File: src/rtl/hex2ascii_ser.sv
// -----------------------------------------------------------------------------
// hex2ascii_ser
// Serialises a DATA_W-bit binary word into ASCII hex characters, most
// significant nibble first, one character per out_valid/out_ready handshake.
//
// Parameters
//   DATA_W    : input word width, multiple of 4, 4..64
//   LOWERCASE : 0 -> 'A'-'F', 1 -> 'a'-'f'
//   APPEND_NL : 1 -> 8'h0A follows the last digit
//
// Optional feature
//   HEX2ASCII_PREFIX_EN : when defined, "0x" precedes the digits
//
// Ports
//   clk, rst          : rising-edge clock, synchronous active-high reset
//   in_data/in_valid  : word to convert and its valid
//   in_ready          : high only in IDLE and outside reset
//   out_char/out_valid: registered ASCII character stream
//   out_ready         : sink accepts out_char
//   busy              : high from word acceptance to the last char handshake
//
// state   | meaning
// --------+--------------------------------------------------------
// IDLE    | waiting for a word, in_ready high
// PREFIX0 | presenting '0' of the "0x" prefix (prefix build only)
// PREFIX1 | presenting 'x' of the "0x" prefix (prefix build only)
// DIGIT   | presenting hex digits, r_cnt = digits left incl. current
// TERM    | presenting the line-feed terminator
// -----------------------------------------------------------------------------
module hex2ascii_ser #(
  parameter int DATA_W    = 32,
  parameter int LOWERCASE = 0,
  parameter int APPEND_NL = 1
) (
  input  logic              clk,
  input  logic              rst,
  input  logic [DATA_W-1:0] in_data,
  input  logic              in_valid,
  output logic              in_ready,
  output logic [7:0]        out_char,
  output logic              out_valid,
  input  logic              out_ready,
  output logic              busy
);

  localparam int NCH   = DATA_W / 4;
  localparam int CNT_W = $clog2(NCH + 1);
  localparam logic [7:0] ALPHA_OFS = (LOWERCASE != 0) ? 8'd87 : 8'd55;

  typedef enum logic [2:0] {
    S_IDLE,
`ifdef HEX2ASCII_PREFIX_EN
    S_PREFIX0,
    S_PREFIX1,
`endif
    S_DIGIT,
    S_TERM
  } state_t;

  state_t            r_state;
  logic [DATA_W-1:0] r_shreg;
  logic [CNT_W-1:0]  r_cnt;
  logic [7:0]        r_out_char;
  logic              r_out_valid;
  logic              r_busy;

  logic              w_hs;
  logic [3:0]        w_next_nib;

  function automatic logic [7:0] f_hex(input logic [3:0] nib);
    if (nib < 4'd10) return {4'h0, nib} + 8'd48;
    else             return {4'h0, nib} + ALPHA_OFS;
  endfunction

  assign w_hs      = r_out_valid && out_ready;
  assign in_ready  = (r_state == S_IDLE) && !rst;
  assign out_char  = r_out_char;
  assign out_valid = r_out_valid;
  assign busy      = r_busy;

  // Nibble that moves to the top once the current digit completes.
  generate
    if (NCH > 1) begin : g_next_nib
      assign w_next_nib = r_shreg[DATA_W-5 -: 4];
    end else begin : g_single_nib
      assign w_next_nib = 4'h0;
    end
  endgenerate

  always_ff @(posedge clk) begin
    if (rst) begin
      r_state     <= S_IDLE;
      r_shreg     <= '0;
      r_cnt       <= '0;
      r_out_char  <= 8'h00;
      r_out_valid <= 1'b0;
      r_busy      <= 1'b0;
    end else begin
      case (r_state)
        S_IDLE: begin
          if (in_valid) begin
            r_shreg     <= in_data;
            r_busy      <= 1'b1;
            r_out_valid <= 1'b1;
`ifdef HEX2ASCII_PREFIX_EN
            r_out_char  <= 8'h30;
            r_state     <= S_PREFIX0;
`else
            r_out_char  <= f_hex(in_data[DATA_W-1 -: 4]);
            r_cnt       <= CNT_W'(NCH);
            r_state     <= S_DIGIT;
`endif
          end
        end
`ifdef HEX2ASCII_PREFIX_EN
        S_PREFIX0: begin
          if (w_hs) begin
            // 'x' is lowercase independent of LOWERCASE
            r_out_char <= 8'h78;
            r_state    <= S_PREFIX1;
          end
        end
        S_PREFIX1: begin
          if (w_hs) begin
            r_out_char <= f_hex(r_shreg[DATA_W-1 -: 4]);
            r_cnt      <= CNT_W'(NCH);
            r_state    <= S_DIGIT;
          end
        end
`endif
        S_DIGIT: begin
          if (w_hs) begin
            if (r_cnt == CNT_W'(1)) begin
              r_cnt <= '0;
              if (APPEND_NL != 0) begin
                r_out_char <= 8'h0A;
                r_state    <= S_TERM;
              end else begin
                r_out_valid <= 1'b0;
                r_busy      <= 1'b0;
                r_state     <= S_IDLE;
              end
            end else begin
              r_cnt      <= r_cnt - CNT_W'(1);
              r_shreg    <= r_shreg << 4;
              r_out_char <= f_hex(w_next_nib);
            end
          end
        end
        S_TERM: begin
          if (w_hs) begin
            r_out_valid <= 1'b0;
            r_busy      <= 1'b0;
            r_state     <= S_IDLE;
          end
        end
        default: begin
          r_out_valid <= 1'b0;
          r_busy      <= 1'b0;
          r_state     <= S_IDLE;
        end
      endcase
    end
  end

endmodule

File: config.mk
export PLATFORM = sky130hd
export DESIGN_NAME = hex2ascii_ser
export DESIGN_NICKNAME = d
export VERILOG_FILES = /design/src/rtl/hex2ascii_ser.sv
export SDC_FILE = /design/constraint.sdc
export NUM_CORES = 1
export LEC_CHECK = 0
export ABC_AREA = 1
export CAP_MARGIN = 20
export CORE_MARGIN = 10
export CORE_UTILIZATION = 25
export CTS_BUF_LIST = sky130_fd_sc_hd__clkbuf_8
export CTS_CLUSTER_SIZE = 25
export DETAILED_ROUTE_END_ITERATION = 10
export PLACE_DENSITY = 0.52
export SYNTH_ARGS = -nofsm -noshare
export SYNTH_HDL_FRONTEND = slang
export SYNTH_SLANG_ARGS = --single-unit
File: constraint.sdc
create_clock -name clk -period 1.5 [get_ports clk]
set_input_delay 0.15 -clock clk [delete_from_list [all_inputs] [get_ports clk]]
set_output_delay 0.15 -clock clk [all_outputs]
set_load 0.005 [all_outputs]
==> results.py <==
metrics = {
    "grt": {
        "grt_first_pass_wirelength_um": 10940,
        "overflow": 0,
        "grt_max_degree": 30,
        "grt_pass1_vias": 2269,
        "grt_util_all_layers_pct": 10.14,
        "antenna_found_initial": 0,
    },
    "timing": {
        "period_share_pct": 95.65,
        "fin_skew_ns": 0.007981,
        "hold_violations": 0,
        "setup_slack_ns": 0.06521,
        "rsz0062_at_grt": "yes",
        "fin_tns_setup_ns": 0,
        "setup_violations": 0,
        "max_freq_mhz": 697.0,
        "maxSlewViolCount": 0,
        "period_needed_ns": 1.435,
    },
    "floorplan": {
        "fp.dieArea_mm2": 0.01310,
        "rows": 34,
        "core-area_mm2": 0.008721,
        "die_x_um": 114.5,
        "initial_utilization_pct": 25.58,
        "ios": 47,
        "die_h_um": 114.5,
    },
    "final_layout": {
        "insertedDiodeCount": 0,
        "regArea_um2": 848.3,
        "syn_to_final_growth_pct": 44.20,
        "nFillCells": 944,
        "final_cell_mix": "nand2_1 (137), clkdlybuf4s50_1 (44), nand3_1 (40), dfxtp_1 (40), a21oi_1 (36)",
        "final_common_cell": "nand2_1",
        "multi_input_area_mm2": 0.001235,
        "drive_above_1_share_pct": 12.80,
        "layout.nets": 453,
    },
    "clock_tree": {
        "clock_path_buffers": 2,
        "clock-sinks": 42,
        "cts_tree": "built",
        "cts_buffers": 5,
        "htreeDepth": 2,
        "clk_pin_slew_ns": 0.09,
        "insertion_delay_ns": 0.31,
        "hold_buffers": 0,
        "clockRootBuffer": "clkbuf_8",
    },
    "job": {
        "drv_cap": 0,
    },
    "drt": {
        "first_pass_iters": 4,
        "vias": 2395,
        "drt-vias-per-instance": 4.588,
        "drc": 0,
        "wire_per_inst_um": 13.28,
        "drtAntennaViolNets": 0,
        "wl_um": 6934,
        "first_iter_violations": 123,
    },
    "hold_path": {
        "min_path_type": "flip-flop to flip-flop",
    },
    "placed_design": {
        "place.gp.congestion": 0.8181,
        "portBuffers": 45,
        "dp_hpwl_um": 4866,
        "dp_slack_ns": -0.1736,
    },
    "synth": {
        "synth_nets": 396,
        "syn-cell-area_mm2": 0.002231,
        "avgSynthCellArea_um2": 6.267,
        "ys_seq_elements": 42,
        "ys_seq_area_share_pct": 37.69,
        "ys_types": 23,
        "yosysWarnings": 0,
        "netlist_instances": 356,
    },
    "power": {
        "total_power_w": 0.005997,
        "p_leak_nw": 1.423,
        "powerDensity_mw_per_mm2": 1864,
        "vdd_drop_max_uv": 609.0,
    },
    "worst_setup_path": {
        "worstSetupPathType": "flip-flop to flip-flop",
        "startpoint_type": "flip-flop",
        "critical_path.endpoint_type": "flip-flop",
        "crit_required_ns": 1.75,
        "critPathMaxFanout": 12,
        "arrival_ns": 1.68,
    },
    "outcome": {
        "status": "completed",
    },
}
[cells in the mapped netlist]
cell      number  area share (%)
nand2_1      139              23
nand3_1       45              10
dfxtp_1       42              38
a21oi_1       38             8.5
inv_1         24             4.0
nor2_1        18             3.0
o21ai_0       12             2.7
buf_2          8             1.8
clkbuf_1       8             1.3
ha_1           4             2.2
buf_4          3             1.0
nor3_1         3            0.67
inv_2          2            0.34
buf_1          1            0.17
buf_6          1            0.50
conb_1         1            0.17
nand2_2        1            0.28
nand3b_1       1            0.34
nand4_1        1            0.28
nor2_2         1            0.28
nor2_4         1            0.50
o21a_1         1            0.34
or2_2          1            0.28
[routing by layer]
metal | GRT usage (%) | share of wire (%) | vias up
met3 | 3.249 | 6.7 | 10
met4 | 3.091 | 1.3 | 0
met2 | 15.70 | 46 | 61
met5 | 0 | 0 | -
li1 | - | - | 1247
met1 | 13.07 | 46 | 1077
[sequential cells by signal, indices dropped and copies added, names as in the netlist]
register / flops
busy: 1
out_char: 7
r_state: 2
r_shreg: 28
r_cnt: 4
[critical path, cell delays in order, from the launching register on]
cell      delay [ns]
dfxtp_4         0.39
inv_4           0.04
nand3b_1        0.13
nand2_2         0.10
nor2_4          0.22
buf_4           0.24
nand3_1         0.11
a21oi_1         0.16
[cells by family after synthesis]
kind of cell | count (synthesis) | synth area share (%)
fa+ha+maj | 4 | 2.243
other cells | 1 | 0.1681
buf+inv | 47 | 9.198
compound gates | 51 | 11.55
simple gates | 211 | 39.15
flops | 42 | 37.69
[repair_timing]
| item | in CTS | in global routing |
|---|---|---|
| pin swaps | 0 | 11 |
| gates resized for setup | 3 | 16 |
| setup endpoints to repair | 12 | 37 |
| setup buffers | 0 | 3 |
| gates cloned | 0 | 3 |
[path summary, 6_finish.rpt]
kind                                  start          end  slack, ns  depth (start not counted)
worst max register to register   r_state[1]   r_shreg[5]       0.07                          7
worst min-delay path            r_shreg[13]  r_shreg[13]       0.46                          2
worst max-delay path             r_state[1]   r_shreg[5]       0.07                          7
worst min register to register  r_shreg[13]  r_shreg[13]       0.46                          2
[layout make-up]
cell class	count	share of cell area, %
Tap cell	108	4.201
Timing Repair Buffer	71	23.57
Inverter	26	3.189
Clock inverter	3	2.139
Sequential cell	42	26.37
Multi-Input combinational cell	267	38.39
Clock buffer	5	2.139
[where the power goes]
| group | internal, W | total [W] | switching [W] | leakage (nW) |
|---|---|---|---|---|
| Clock | 0.000668 | 0.00112 | 0.000454 | 0.0683 |
| Combinational | 0.00146 | 0.00315 | 0.00170 | 1.01 |
| Sequential | 0.00150 | 0.00172 | 0.000225 | 0.347 |
| Total | 0.00362 | 0.00600 | 0.00237 | 1.42 |
[metrics by stage]
| step | std cells | hold slack, ns | util (%) | area (um2) |
|---|---|---|---|---|
| after global placement | 508 | 0.4478 | 33.50 | 2922 |
| after global routing | 522 | 0.4835 | 36.89 | 3217 |
| after CTS | 516 | 0.4663 | 35.17 | 3067 |
| after detailed placement | 508 | 0.4525 | 33.50 | 2922 |
| after floorplan | 356 | 0.2907 | - | 2231 |
| final | 522 | 0.4635 | 36.89 | 3217 |
(Power assumes the default switching activity.)
